### src/rtl/acorn_init_ctrl.sv
// ACORN-128 initialization sequencer: latches key/IV, pulses a state clear,
// then streams 1792 message bits (key, IV, flipped K0, repeated key) with
// ca=cb=1 to the bit-serial state-update datapath under valid/ready.
module acorn_init_ctrl #(
   parameter int unsigned KEY_W      = 128,
   parameter int unsigned IV_W       = 128,
   parameter int unsigned INIT_STEPS = 1792,
   parameter int unsigned IDX_W      = 11
) (
   input  logic             clk,
   input  logic             rst,
   input  logic             start,
   input  logic [KEY_W-1:0] key_in,
   input  logic [IV_W-1:0]  iv_in,
   input  logic             step_ready,
   output logic             state_clr,
   output logic             step_valid,
   output logic             mbit,
   output logic             ca,
   output logic             cb,
   output logic [IDX_W-1:0] step_idx,
   output logic             busy,
   output logic             done
);

   localparam int unsigned KSEL_W = $clog2(KEY_W);
   localparam int unsigned ISEL_W = $clog2(IV_W);

   // Last index of each phase; the FLIP phase is a single step after IV_LAST.
   localparam logic [IDX_W-1:0] KEY_LAST  = IDX_W'(KEY_W - 1);
   localparam logic [IDX_W-1:0] IV_LAST   = IDX_W'(KEY_W + IV_W - 1);
   localparam logic [IDX_W-1:0] STEP_LAST = IDX_W'(INIT_STEPS - 1);

   typedef enum logic [2:0] {
      IDLE = 3'd0,
      CLR  = 3'd1,
      KEY  = 3'd2,
      IV   = 3'd3,
      FLIP = 3'd4,
      KREP = 3'd5,
      DONE = 3'd6
   } state_t;

   state_t             state, state_d;
   logic [IDX_W-1:0]   idx_d;
   logic [KEY_W-1:0]   key_q, key_d;
   logic [IV_W-1:0]    iv_q, iv_d;
   logic               clr_d, valid_d, mbit_d, busy_d, done_d;

   // Next state, index, latched operands, and next values of the registered outputs.
   always_comb begin
      state_d = state;
      idx_d   = step_idx;
      key_d   = key_q;
      iv_d    = iv_q;
      clr_d   = 1'b0;
      valid_d = 1'b0;
      mbit_d  = 1'b0;
      busy_d  = 1'b0;
      done_d  = 1'b0;

      case (state)
         IDLE, DONE: begin
            if (start) begin
               state_d = CLR;
               idx_d   = '0;
               key_d   = key_in;
               iv_d    = iv_in;
            end
         end
         CLR: state_d = KEY;
         KEY, IV, FLIP, KREP: begin
            if (step_ready) begin
               idx_d = step_idx + IDX_W'(1);
               case (state)
                  KEY:     if (step_idx == KEY_LAST)  state_d = IV;
                  IV:      if (step_idx == IV_LAST)   state_d = FLIP;
                  FLIP:                               state_d = KREP;
                  default: if (step_idx == STEP_LAST) state_d = DONE;
               endcase
            end
         end
         default: state_d = IDLE;
      endcase

      // Outputs are precomputed from the next state so they leave flops directly.
      case (state_d)
         CLR: begin
            clr_d  = 1'b1;
            busy_d = 1'b1;
         end
         KEY, KREP: begin
            valid_d = 1'b1;
            busy_d  = 1'b1;
            mbit_d  = key_d[KSEL_W'(idx_d)];
         end
         IV: begin
            valid_d = 1'b1;
            busy_d  = 1'b1;
            mbit_d  = iv_d[ISEL_W'(idx_d - IDX_W'(KEY_W))];
         end
         FLIP: begin
            valid_d = 1'b1;
            busy_d  = 1'b1;
            mbit_d  = ~key_d[0];
         end
         DONE:    done_d = 1'b1;
         default: ;
      endcase
   end

   // State, operand and output registers.
   always_ff @(posedge clk or negedge rst) begin
      if (!rst) begin
         state      <= IDLE;
         step_idx   <= '0;
         key_q      <= '0;
         iv_q       <= '0;
         state_clr  <= 1'b0;
         step_valid <= 1'b0;
         mbit       <= 1'b0;
         ca         <= 1'b0;
         cb         <= 1'b0;
         busy       <= 1'b0;
         done       <= 1'b0;
      end else begin
         state      <= state_d;
         step_idx   <= idx_d;
         key_q      <= key_d;
         iv_q       <= iv_d;
         state_clr  <= clr_d;
         step_valid <= valid_d;
         mbit       <= mbit_d;
         ca         <= valid_d;
         cb         <= valid_d;
         busy       <= busy_d;
         done       <= done_d;
      end
   end

endmodule

### config.mk
export PLATFORM = sky130hd
export DESIGN_NAME = acorn_init_ctrl
export DESIGN_NICKNAME = d
export VERILOG_FILES = /design/src/rtl/acorn_init_ctrl.sv
export SDC_FILE = /design/constraint.sdc
export NUM_CORES = 1
export LEC_CHECK = 0
export CORE_MARGIN = 2
export CORE_UTILIZATION = 54
export DETAILED_ROUTE_END_ITERATION = 8
export MAX_ROUTING_LAYER = met4
export PLACE_DENSITY = 0.87
export SYNTH_ARGS = -nofsm -noshare
export SYNTH_HDL_FRONTEND = slang
export SYNTH_SLANG_ARGS = --single-unit
export TNS_END_PERCENT = 1
### constraint.sdc
create_clock -name clk -period 3.8 [get_ports clk]
set_input_delay 0.38 -clock clk [delete_from_list [all_inputs] [get_ports clk]]
set_output_delay 0.38 -clock clk [all_outputs]
set_load 0.05 [all_outputs]
==> flow_metrics.tcl <==
set metrics [dict create \
    status "completed" \
    firstDrtPassIters 7 \
    antenna_left 0 \
    drv_cap 0 \
    core_area_um2 27900 \
    grt_usage_pct 35.2 \
    fp.dieW_um 173 \
    irDropWorstVdd_mv 0.485 \
    critPathArrivalTime_ns 4.01 \
    cts_resized 0 \
    cts_buffer_depth 3 \
    vias_per_cell 6.16 \
    required_ns 4.30 \
    dp.cells 2460 \
    wl_mm 52.1 \
    net-switching-power_mw 7.20 \
    grt_max_degree 105 \
    die_height_um 173 \
    cp_max_fo 95 \
    post-dp-hpwl_mm 36.3 \
    timing_hold_violations_final 0 \
    io_buffers 277 \
    final_cell_area_um2 19600 \
    antenna_cells 0 \
    ctsRootBufferMaster "clkbuf_16" \
    start_util_pct 55.1 \
    synthesis.area_um2 15400 \
    synth_seq_cells 275 \
    worst_pin_slew_ns 0.987 \
    htree_levels 1 \
    finalCritPeriodShare_pct 92.4 \
    io_pins 278 \
    layout.cells.non_filler 2516 \
    synth_warnings 0 \
    yosysSeqAreaShare_pct 44.7 \
    powerDensity_nw_per_um2 838 \
    drtIter0Drc 2177 \
    drv_slew 0 \
    clk_pin_slew_ns 0.07 \
    hold_class "input port to flop" \
    die_area_um2 29800 \
    antenna_found_initial 0 \
    power.leakage_nw 9.20 \
    routabilityCongestion 0.940 \
    internal-power_mw 9.25 \
    swShare_pct 43.7 \
    criticalPathCategory "flop to flop" \
    rsz0062_at_grt "no" \
    p_seq_share_pct 32.4 \
    clockPowerShare_pct 18.1 \
    pwr-share-comb_pct 49.5 \
    fin_crit_ns 3.51 \
    clock-sinks 275 \
    relSlewSlack_pct 33.1 \
    grt_pass1_vias 15300 \
    cp-end-kind "flop" \
    setup_violations 0 \
    insertion_delay_ns 0.58 \
    start_kind "flop" \
    postCtsSetupBuffers 0 \
    vias 15500 \
    ys_types 72 \
    synth_edf_count 0 \
    dpl_cell_area_um2 18600 \
    drive_gt1_share_pct 8.47 \
    ctsHoldBuffers 1 \
    reg2reg_slack_ns 0.29 \
    synthCells 1894 \
    area_delta_synth_final_pct 27.7 \
    grt_pass1_wl_mm 82.1 \
    synth.avg_cell_area_um2 8.12 \
    cts_tree "built" \
    clock.fmax_ghz 0.285 \
    fin_worst_skew_ns 0.0247 \
    ys.flop_type "dfrtp_1" \
    grt-ovfl-total 0 \
    synth_nets 2156 \
    row_count 61 \
    synth-async-reset-ratio_pct 100 \
    post-route-drc-count 0 \
    setup_tns_ns 0 \
    wire_per_inst_um 20.7 \
    cts_buffers 30 \
    layout.nets 2377 \
]
cell type report:
type / count / area [um2]
clock buffer: 42 / 836
timing repair buffer: 340 / 3350
clock inverter: 13 / 160
sequential: 275 / 6890
multi-input combinational: 1454 / 7870
tap: 378 / 473
inverter: 14 / 60.1
fill: 2176 / 8300
layer usage:
| layer | up-vias | track usage, % | wire (um) |
|---|---|---|---|
| li1 | 6898 | - | - |
| met1 | 7414 | 47.0 | 20300 |
| met3 | 171 | 5.63 | 5710 |
| met5 | - | - | 0 |
| met2 | 1008 | 54.9 | 24100 |
| met4 | 0 | 12.9 | 2090 |
registers in the layout, summed over array words and instances (netlist names):
| signal | flops |
|---|---|
| cb | 1 |
| state | 3 |
| state_clr | 1 |
| key_q | 128 |
| busy | 1 |
| done | 1 |
| iv_q | 128 |
| mbit | 1 |
| step_idx | 11 |
synth_stat cells, drive strengths merged (3+ instances only):
cell type,instances,area [um2]
o31a,4,35.0
o31ai,6,45.0
or3,9,61.3
xor2,5,51.3
o2111ai,3,26.3
inv,12,45.0
clkbuf,97,365
xnor2,5,51.3
o211ai,29,218
a21oi,65,329
a311o,3,30.0
buf,54,277
mux2,36,405
a211oi,20,150
a31oi,14,87.6
o21ai,34,170
o311ai,13,114
nor2,60,225
nand2b,10,62.6
o221ai,18,158
and3,8,50.1
nor3,37,185
mux4,13,293
mux2i,85,851
or4,8,60.1
dfrtp,275,6880
nand4,15,93.8
o22ai,29,181
nand2,798,3000
a2111oi,10,87.6
a311oi,9,78.8
a21o,5,37.5
or2,3,18.8
and2,5,31.3
nand3,57,285
nand3b,4,30.0
critical path, cell delays in order, from the launching register on:
cell      delay [ns]
dfrtp_1         0.66
xnor2_4         0.20
buf_4           0.24
nand2_4         0.12
buf_12          0.34
buf_12          0.34
nor2_1          0.07
or4_1           0.51
o31a_1          0.12
o22a_1          0.22
a311oi_1        0.26
nand4_1         0.18
o211ai_1        0.12
power groups by stage:
stage,Clock [mW],Sequential [mW],Combinational [mW]
after floorplan,0,5.01,5.47
after global placement,0,5.26,7.68
after CTS,2.98,5.29,7.99
after detailed placement,0,5.31,7.92
final,2.98,5.33,8.15
after global routing,3.09,5.46,8.80
through the flow:
step	hold slack, ns	utilization, %	power, mW	setup slack [ns]
after global placement	0.452	66.7	12.9	0.360
after detailed placement	0.458	66.7	13.2	0.299
final	0.329	70.3	16.5	0.287
after floorplan	0.0844	-	10.5	0.493
after global routing	0.337	70.3	17.4	0.0608
after CTS	0.326	70.3	16.3	0.322
placed cells by master (no fill, tap or decap), types with 4 or more instances in the layout:
cell type        count
buf_4               54
clkdlybuf4s50_1    275
dfrtp_1            274
mux2_2              36
nand3b_1             4
clkbuf_1             8
clkinv_2             6
mux2i_1             85
a21oi_1             63
o21ai_0             34
nand4_1             15
or3_1                8
or4_1                8
a311oi_1             9
o211ai_1            29
o22ai_1             29
nand2b_1             9
nand3_1             57
a21o_1               5
nor2_1              60
nor3_1              37
a211oi_1            20
buf_12               8
clkbuf_16           30
o31a_1               4
inv_1               11
clkbuf_8             4
o221ai_1            18
nand2_1            797
o31ai_1              6
mux4_2              13
o311ai_0            12
and3_1               7
a31oi_1             14
and2_1               4
a2111oi_0           10
cells by family (layout without fill, tap and decap cells):
kind of cell	Yosys count	after routing	synth area share [%]
flops	275	275	44.7
simple gates	1024	1024	27.2
fa+ha+maj	2	2	0.163
xor+xnor	10	10	0.667
mux	134	134	10.1
compound gates	284	284	12.7
buf+inv	165	409	4.52
worst paths after layout:
check | start | endpoint | cells after the start
worst max-delay path | state[2] | mbit | 12
worst min-delay path | iv_in[113] | iv_q[113] | 3
worst max register to register | state[2] | mbit | 12
worst min register to register | iv_q[48] | iv_q[48] | 2
max in group asynchronous | rst | iv_q[16] | 3
min in group asynchronous | rst | key_q[123] | 2
No activity file was read; power rests on OpenSTA's default activity.
